$ cat src/rtl/hazard_unit_if.sv
// Decode-side bundle for hazard_unit: ID/EX hazard inputs, branch operands,
// MDU issue, and the stall/flush/write-enable controls back to the pipeline.
interface hazard_unit_if #(
  parameter int DATA_W = 32,
  parameter int AW     = 5
);
  logic              id_ex_memread_i;
  logic [AW-1:0]     id_ex_rd_i;
  logic [AW-1:0]     if_id_rs_i;
  logic [AW-1:0]     if_id_rt_i;
  logic              use_rt_i;
  logic [DATA_W-1:0] rs_data_i;
  logic [DATA_W-1:0] rt_data_i;
  logic              branch_i;
  logic              bne_i;
  logic              mdu_start_i;
  logic [AW-1:0]     mdu_rd_i;

  logic              ctrl_sel_o;
  logic              pc_write_o;
  logic              if_id_write_o;
  logic              stall_o;
  logic              flush_o;
  logic              mdu_busy_o;
  logic [15:0]       stall_cnt_o;
  logic [15:0]       flush_cnt_o;

  modport master (
    output id_ex_memread_i, id_ex_rd_i, if_id_rs_i, if_id_rt_i, use_rt_i,
           rs_data_i, rt_data_i, branch_i, bne_i, mdu_start_i, mdu_rd_i,
    input  ctrl_sel_o, pc_write_o, if_id_write_o, stall_o, flush_o,
           mdu_busy_o, stall_cnt_o, flush_cnt_o
  );

  modport slave (
    input  id_ex_memread_i, id_ex_rd_i, if_id_rs_i, if_id_rt_i, use_rt_i,
           rs_data_i, rt_data_i, branch_i, bne_i, mdu_start_i, mdu_rd_i,
    output ctrl_sel_o, pc_write_o, if_id_write_o, stall_o, flush_o,
           mdu_busy_o, stall_cnt_o, flush_cnt_o
  );
endinterface

$ cat src/rtl/hazard_unit.sv
// Pipeline hazard controller: multi-cycle load-use stalls, single-entry MDU
// scoreboard, ID-stage BEQ/BNE flush. Define HAZARD_STATS_EN for stall/flush counters.
module hazard_unit #(
  parameter int DATA_W     = 32,
  parameter int AW         = 5,
  parameter int LOAD_STALL = 1,
  parameter int MDU_LAT    = 4
) (
  input  logic         clk_i,
  input  logic         rst_i,
  hazard_unit_if.slave bus
);

  logic [2:0]        ld_cnt;
  logic [3:0]        mdu_cnt;
  logic [AW-1:0]     mdu_rd;
  logic [DATA_W-1:0] rs_d, rt_d;
  logic              lh, mh, busy, hazard, taken, issue;

  assign rs_d = bus.rs_data_i;
  assign rt_d = bus.rt_data_i;

  always_comb begin
    lh = bus.id_ex_memread_i && (bus.id_ex_rd_i != '0) &&
         ((bus.id_ex_rd_i == bus.if_id_rs_i) ||
          (bus.use_rt_i && (bus.id_ex_rd_i == bus.if_id_rt_i)));
  end

  assign busy = (mdu_cnt != 4'd0);

  // A busy MDU blocks both its dependents and any new MDU issue.
  always_comb begin
    mh = busy && (((mdu_rd != '0) &&
                   ((bus.if_id_rs_i == mdu_rd) ||
                    (bus.use_rt_i && (bus.if_id_rt_i == mdu_rd)))) ||
                  bus.mdu_start_i);
  end

  assign hazard = (ld_cnt != 3'd0) || lh || mh;
  assign taken  = (rs_d == rt_d) ^ bus.bne_i;
  assign issue  = bus.mdu_start_i && !hazard && !bus.branch_i;

  assign bus.stall_o       = !rst_i && hazard;
  assign bus.flush_o       = !rst_i && bus.branch_i && !hazard && taken;
  assign bus.ctrl_sel_o    = !bus.stall_o;
  assign bus.pc_write_o    = !bus.stall_o;
  assign bus.if_id_write_o = !bus.stall_o;
  assign bus.mdu_busy_o    = busy;

  // The first bubble comes from lh itself; ld_cnt covers the remaining ones.
  generate
    if (LOAD_STALL > 1) begin : g_ld
      always_ff @(posedge clk_i) begin
        if (rst_i)
          ld_cnt <= 3'd0;
        else if (ld_cnt != 3'd0)
          ld_cnt <= ld_cnt - 3'd1;
        else if (lh)
          ld_cnt <= 3'(LOAD_STALL - 1);
      end
    end else begin : g_no_ld
      assign ld_cnt = 3'd0;
    end
  endgenerate

  always_ff @(posedge clk_i) begin
    if (rst_i) begin
      mdu_cnt <= 4'd0;
      mdu_rd  <= '0;
    end else if (issue) begin
      mdu_cnt <= 4'(MDU_LAT);
      mdu_rd  <= bus.mdu_rd_i;
    end else if (busy) begin
      mdu_cnt <= mdu_cnt - 4'd1;
    end
  end

`ifdef HAZARD_STATS_EN
  logic [15:0] stall_cnt, flush_cnt;

  always_ff @(posedge clk_i) begin
    if (rst_i) begin
      stall_cnt <= 16'd0;
      flush_cnt <= 16'd0;
    end else begin
      if (bus.stall_o && (stall_cnt != 16'hFFFF)) stall_cnt <= stall_cnt + 16'd1;
      if (bus.flush_o && (flush_cnt != 16'hFFFF)) flush_cnt <= flush_cnt + 16'd1;
    end
  end

  assign bus.stall_cnt_o = stall_cnt;
  assign bus.flush_cnt_o = flush_cnt;
`else
  assign bus.stall_cnt_o = 16'd0;
  assign bus.flush_cnt_o = 16'd0;
`endif

endmodule

$ cat src/flat_wrapper.sv
// flat-port wrapper written by rule: the top's interface ports become plain ports
module hazard_unit_flat 
#(
  parameter int DATA_W     = 32,
  parameter int AW         = 5,
  parameter int LOAD_STALL = 1,
  parameter int MDU_LAT    = 4
)
  (clk_i, rst_i, bus_id_ex_memread_i, bus_id_ex_rd_i, bus_if_id_rs_i, bus_if_id_rt_i, bus_use_rt_i, bus_rs_data_i, bus_rt_data_i, bus_branch_i, bus_bne_i, bus_mdu_start_i, bus_mdu_rd_i, bus_ctrl_sel_o, bus_pc_write_o, bus_if_id_write_o, bus_stall_o, bus_flush_o, bus_mdu_busy_o, bus_stall_cnt_o, bus_flush_cnt_o);
  hazard_unit_if #(.DATA_W(DATA_W), .AW(AW)) bus_i ();
  input  logic clk_i;
  input  logic rst_i;
  input wire logic [$bits(bus_i.id_ex_memread_i)-1:0] bus_id_ex_memread_i;
  input wire logic [$bits(bus_i.id_ex_rd_i)-1:0] bus_id_ex_rd_i;
  input wire logic [$bits(bus_i.if_id_rs_i)-1:0] bus_if_id_rs_i;
  input wire logic [$bits(bus_i.if_id_rt_i)-1:0] bus_if_id_rt_i;
  input wire logic [$bits(bus_i.use_rt_i)-1:0] bus_use_rt_i;
  input wire logic [$bits(bus_i.rs_data_i)-1:0] bus_rs_data_i;
  input wire logic [$bits(bus_i.rt_data_i)-1:0] bus_rt_data_i;
  input wire logic [$bits(bus_i.branch_i)-1:0] bus_branch_i;
  input wire logic [$bits(bus_i.bne_i)-1:0] bus_bne_i;
  input wire logic [$bits(bus_i.mdu_start_i)-1:0] bus_mdu_start_i;
  input wire logic [$bits(bus_i.mdu_rd_i)-1:0] bus_mdu_rd_i;
  output wire logic [$bits(bus_i.ctrl_sel_o)-1:0] bus_ctrl_sel_o;
  output wire logic [$bits(bus_i.pc_write_o)-1:0] bus_pc_write_o;
  output wire logic [$bits(bus_i.if_id_write_o)-1:0] bus_if_id_write_o;
  output wire logic [$bits(bus_i.stall_o)-1:0] bus_stall_o;
  output wire logic [$bits(bus_i.flush_o)-1:0] bus_flush_o;
  output wire logic [$bits(bus_i.mdu_busy_o)-1:0] bus_mdu_busy_o;
  output wire logic [$bits(bus_i.stall_cnt_o)-1:0] bus_stall_cnt_o;
  output wire logic [$bits(bus_i.flush_cnt_o)-1:0] bus_flush_cnt_o;
  assign bus_i.id_ex_memread_i = bus_id_ex_memread_i;
  assign bus_i.id_ex_rd_i = bus_id_ex_rd_i;
  assign bus_i.if_id_rs_i = bus_if_id_rs_i;
  assign bus_i.if_id_rt_i = bus_if_id_rt_i;
  assign bus_i.use_rt_i = bus_use_rt_i;
  assign bus_i.rs_data_i = bus_rs_data_i;
  assign bus_i.rt_data_i = bus_rt_data_i;
  assign bus_i.branch_i = bus_branch_i;
  assign bus_i.bne_i = bus_bne_i;
  assign bus_i.mdu_start_i = bus_mdu_start_i;
  assign bus_i.mdu_rd_i = bus_mdu_rd_i;
  assign bus_ctrl_sel_o = bus_i.ctrl_sel_o;
  assign bus_pc_write_o = bus_i.pc_write_o;
  assign bus_if_id_write_o = bus_i.if_id_write_o;
  assign bus_stall_o = bus_i.stall_o;
  assign bus_flush_o = bus_i.flush_o;
  assign bus_mdu_busy_o = bus_i.mdu_busy_o;
  assign bus_stall_cnt_o = bus_i.stall_cnt_o;
  assign bus_flush_cnt_o = bus_i.flush_cnt_o;
  hazard_unit #(.DATA_W(DATA_W), .AW(AW), .LOAD_STALL(LOAD_STALL), .MDU_LAT(MDU_LAT)) u_core (.clk_i(clk_i), .rst_i(rst_i), .bus(bus_i));
endmodule
$ cat config.mk
export PLATFORM = sky130hd
export DESIGN_NAME = hazard_unit_flat
export DESIGN_NICKNAME = d
export VERILOG_FILES = /design/src/rtl/hazard_unit_if.sv /design/src/rtl/hazard_unit.sv /design/src/flat_wrapper.sv
export SDC_FILE = /design/constraint.sdc
export NUM_CORES = 1
export LEC_CHECK = 0
export CORE_ASPECT_RATIO = 1.5
export CORE_UTILIZATION = 30
export CTS_CLUSTER_DIAMETER = 60
export DETAILED_ROUTE_END_ITERATION = 8
export GPL_TIMING_DRIVEN = 0
export PLACE_DENSITY = 0.84
export SKIP_LAST_GASP = 1
export SLEW_MARGIN = 40
export SYNTH_ARGS = -nofsm -noshare
export SYNTH_HDL_FRONTEND = slang
export SYNTH_SLANG_ARGS = --single-unit
$ cat constraint.sdc
create_clock -name clk_i -period 2.5 [get_ports clk_i]
set_input_delay 0.5 -clock clk_i [delete_from_list [all_inputs] [get_ports clk_i]]
set_output_delay 0.5 -clock clk_i [all_outputs]
set_load 0.02 [all_outputs]
Yosys cells after proc, flatten, opt, wreduce, memory -nomap -nowiden

Index checks and enable logic that the tools add are counted.

Magnitude comparators: 0
Multiply operators: 0
Multiplexer cells: 2
Add/sub/neg operators: 1
Equality and inequality tests: 5
Bitwise logic cells: 1
Reduce and logical (&&, ||, !) cells: 25
Div/mod/pow operators: 0
Shift operators: 0

Operators with widths:

| cell                                              | number |
|---|---|
| equality test 32 bit                              | 1 |
| equality test 5 bit                               | 4 |
| logical AND 1 bit                                 | 12 |
| nonzero test 5 bit                                | 2 |
| two-way mux 3 bit                                 | 2 |
| logical NOT 1 bit                                 | 4 |
| logical OR 1 bit                                  | 4 |
| nonzero test 4 bit                                | 1 |
| subtractor 4 x 1 -> 4 bit (second input constant) | 1 |
| nonzero test 2 bit                                | 1 |
| OR reduction 2 bit                                | 1 |
| bitwise XOR 1 bit                                 | 1 |

Memory bits (writable): 0
Bits in read-only memories: 0
Output and inout port bits: 38
Bits in latches: 0
Flip-flop bits (word level): 9
Memories: 0
Logic and storage cells: 37

Longest topological paths before layout

Gate-level depths: netlist (run 1).

Depth in word-level cells: 11
Depth in mapped cells: 8
Depth with buffers taken out: 7

Worst setup path before layout (run 1)

No wires, ideal clock.

Path type: in2out
From: input port bus_id_ex_rd_i[0]
To: output port bus_flush_o
Cell stages on the path: 5
Arrival time: 1,972 ps
Data required time: 2,000 ps
Slack: 28 ps
Cell sequence: or4_4 > o21ai_4 > o22ai_1 > a21o_1 > nor4b_2

Longest elaborated chain between the ends: 8
Elaborated cells on any way between the ends: 11

RTL lines:

| what                               | line               | source |
|---|---|---|
| start, declared                    | flat_wrapper.sv:14 | `input wire logic [$bits(bus_i.id_ex_rd_i)-1:0] bus_id_ex_rd_i;` |
| equality test 5 bit                | hazard_unit.sv:26  | `(bus.use_rt_i && (bus.id_ex_rd_i == bus.if_id_rt_i)));` |
| logical AND 1 bit                  | hazard_unit.sv:26  |  |
| logical OR 1 bit                   | hazard_unit.sv:25  | `((bus.id_ex_rd_i == bus.if_id_rs_i) \|\|` |
| logical AND 1 bit (*)              | hazard_unit.sv:24  | `lh = bus.id_ex_memread_i && (bus.id_ex_rd_i != '0) &&` |
| logical OR 1 bit (*)               | hazard_unit.sv:39  | `assign hazard = (ld_cnt != 3'd0) \|\| lh \|\| mh;` |
| logical NOT 1 bit (*)              | hazard_unit.sv:44  | `assign bus.flush_o = !rst_i && bus.branch_i && !hazard && taken;` |
| logical AND 1 bit (*) (2 in a row) | hazard_unit.sv:44  |  |
| end, declared                      | flat_wrapper.sv:28 | `output wire logic [$bits(bus_i.flush_o)-1:0] bus_flush_o;` |

Every way passes the cells marked *; elsewhere a longest branch is shown, timed or not.

Worst setup path in the final report (run 1)

From: input port bus_id_ex_rd_i[4]
To: output port bus_flush_o

The elaborated chain is that of the path after synthesis.

==> results of run 1 <==
Yosys cell counts (all sizes together) (2+ instances only):
master  instances  area (µm²)
a21oi           2        10.0
nand4           2        12.5
dfxtp           9         180
or4             2        18.8
mux2i           5        50.1
nor2           12        45.0
xnor2           4        35.0
nor3            3        15.0
inv             2        7.51
a32oi           2        17.5
nor4           10        62.6
o21ai           3        37.5
xor2           50         438
buf            35         259
nand2           2        7.51
stage by stage:
| step | setup TNS (ns) | cells | hold slack [ns] | util (%) |
|---|---|---|---|---|
| 4_1_cts | -0.182 | 335 | 0.540 | 58.0 |
| 3_3_place_gp | -4.32 | 327 | 0.518 | 57.6 |
| 3_5_place_dp | -4.34 | 327 | 0.527 | 57.6 |
| 6_report | -0.181 | 336 | 0.531 | 58.5 |
| 2_1_floorplan | 0 | 186 | 0.499 | - |
| 5_1_grt | -0.430 | 336 | 0.562 | 58.5 |
worst paths after layout:
path                            end  slack [ns]  cells after the start
setup / recovery        bus_flush_o        -0.1                      8
hold / removal    u_core.mdu_cnt[1]        0.53                      2
setup reg to reg   u_core.mdu_rd[2]        0.82                      7
hold reg to reg   u_core.mdu_cnt[1]        0.53                      2
layout make-up:
type,instances,area (µm²)
fillers,406,1750
multi-input cells,140,1030
repair buffers,100,885
plain buffers,35,259
flip-flops and latches,9,180
well taps,46,57.6
clock buffers,4,45.0
inverters,2,7.51
logic make-up (layout without fill, tap and decap cells):
family | count (synthesis) | count (layout) | synth area share [%]
xor gates and xnor gates | 54 | 54 | 36.3
and+or+nand+nor | 37 | 37 | 16.3
buffers and inverters | 37 | 141 | 20.5
AOI/OAI and AO/OA | 10 | 10 | 7.02
DFF | 9 | 9 | 13.8
muxes | 6 | 6 | 4.71
adders and majority gates | 1 | 1 | 0.961
other | 1 | 32 | 0.288
flip-flops by register name, indices dropped and copies added, names as in the netlist:
name,cells
u_core.mdu_rd,5
u_core.mdu_cnt,4
power by group:
| part | switching [µW] | total (µW) | internal, µW | leakage [µW] |
|---|---|---|---|---|
| Combinational | 320 | 670 | 350 | 0.00117 |
| Sequential | 31.4 | 211 | 179 | 0.0000736 |
| Clock | 51.6 | 162 | 111 | 0.0000228 |
per-layer routing:
| metal | GRT usage, % | wire [µm] | part of all wire [%] |
|---|---|---|---|
| met1 | 11.8 | 1020 | 30 |
| met2 | 32.0 | 2120 | 62 |
| met3 | 2.18 | 266 | 7.7 |
| met4 | 4.50 | 36 | 1.0 |
| met5 | 0 | 0 | 0 |
worst min-delay path, stage by stage (launching register included):
cell and delay [ns]:
dfxtp_1 0.31, nor2_1 0.13, a211oi_2 0.04
repair_timing:
action                                  CTS  global route
buffers inserted                          4             1
endpoints found under the setup margin    5             5
resized for setup                       184             8
pin swaps                                42            19
hold buffers                              0             0
==> flow_summary.toml, run 1 <==
[global_route]
antenna_found_initial = 0
track_usage_pct = 14.0
grt_max_degree = 11
grt_pass1_vias = 1331
gr-total-overflow = 0
grt_first_pass_wirelength_um = 5180

[timing]
setup_slack_ns = -0.0987
final.setup_skew_ns = 0.00300
grt_setup_unrepaired = "yes"
finalSetupViolCount = 3
final_max_slew_viol_count = 0
finalHoldViolations = 0
period_needed_ns = 2.60
timing.fmax_ghz = 0.385
period_share_pct = 104

[detailed_routing]
via_per_inst = 4.19
drc = 0
ant_nets = 0
vias = 1409
drt_wl_total_um = 3440
initialDrtViolationCount = 13
firstDrtPassIters = 4
wl_per_cell_um = 10.2

[setup_path]
crit_path_start_kind = "input port"
crit_buf_inv = 3
cp_max_fo = 3
worstSetupPathType = "input port to output port"
path_cells = "buf_8 > or4_4 > o21ai_4 > o22ai_1 > a21o_1 > buf_6 > nor4b_4 > buf_4"
cpMaxStageDelayCell = "or4_4"
critical_path_arrival_ns = 2.10
cp-startpoint = "bus_id_ex_rd_i[4]"
crit_family = "simple AND/OR/NAND/NOR gates"
end_kind = "output port"
critPathMaxStageDelay_ns = 0.54
r2r-start = "u_core.mdu_cnt[0]"
worstPathRequired_ns = 2.00

[cts]
cts_tree = "built"
ctsRootBufferMaster = "clkbuf_8"
clk_pin_slew_ns = 0.04
cts.sinks = 9
clockBufferDepth = 2
h-tree-depth = 1
cts_buffers = 3
clk_latency_ns = 0.23

[placed_design]
dp_hpwl_um = 3020
place_area_um2 = 2430
gp_congestion = 0.784
place_ws_ns = -0.930
numPortBuffers = 95

[pwr]
total_leakage_power_uw = 0.00126
power_density_nw_per_um2 = 423
ir_worst_vdd_v = 0.000384
power_uw = 1040

[final_layout]
syn_to_final_growth_pct = 89.3
diodes = 0
final_common_cell = "xor2_1"
drive_above_1_share_pct = 28.3
fin_area_um2 = 2460
layout_common_cells = "50 x xor2_1, 47 x dlygate4sd2_1, 39 x buf_4"
finalNetCount = 383

[synthesis]
ys_types = 30
synth_edf_count = 0
ys_async_sr_fraction_pct = 0
ys_ff_latch = 9
ys_warn_count = 0
syn_area_um2 = 1300
synth_area_per_cell_um2 = 8.40
ys_seq_area_share_pct = 13.8
syn_inst = 155
synth_ff_type = "dfxtp_1"

[min_path]
hp-class = "flop to flop"
holdCritStartpoint = "u_core.mdu_cnt[1]"

[floorplan]
die_height_um = 82.7
rows = 29
io_pins = 129
dieWidth_um = 55.8
core_um2 = 4210
dieArea_um2 = 4610
start_util_pct = 30.9

[run_status]
violations = "negative setup slack"
status = "finished, violations left"

[run]
maxCapViolations = 0
(Power assumes the default switching activity.)
==> run 2: changes to the inputs <==
- SLEW_MARGIN: 40 -> 20
==> results of run 2 <==
Same layout as run 1: the final DEF is identical, and so are final timing and power.
==> run 3: changes to the inputs <==
- SLEW_MARGIN: 20 -> default
==> results of run 3 <==
Same layout as run 1: the final DEF is identical, and so are final timing and power.
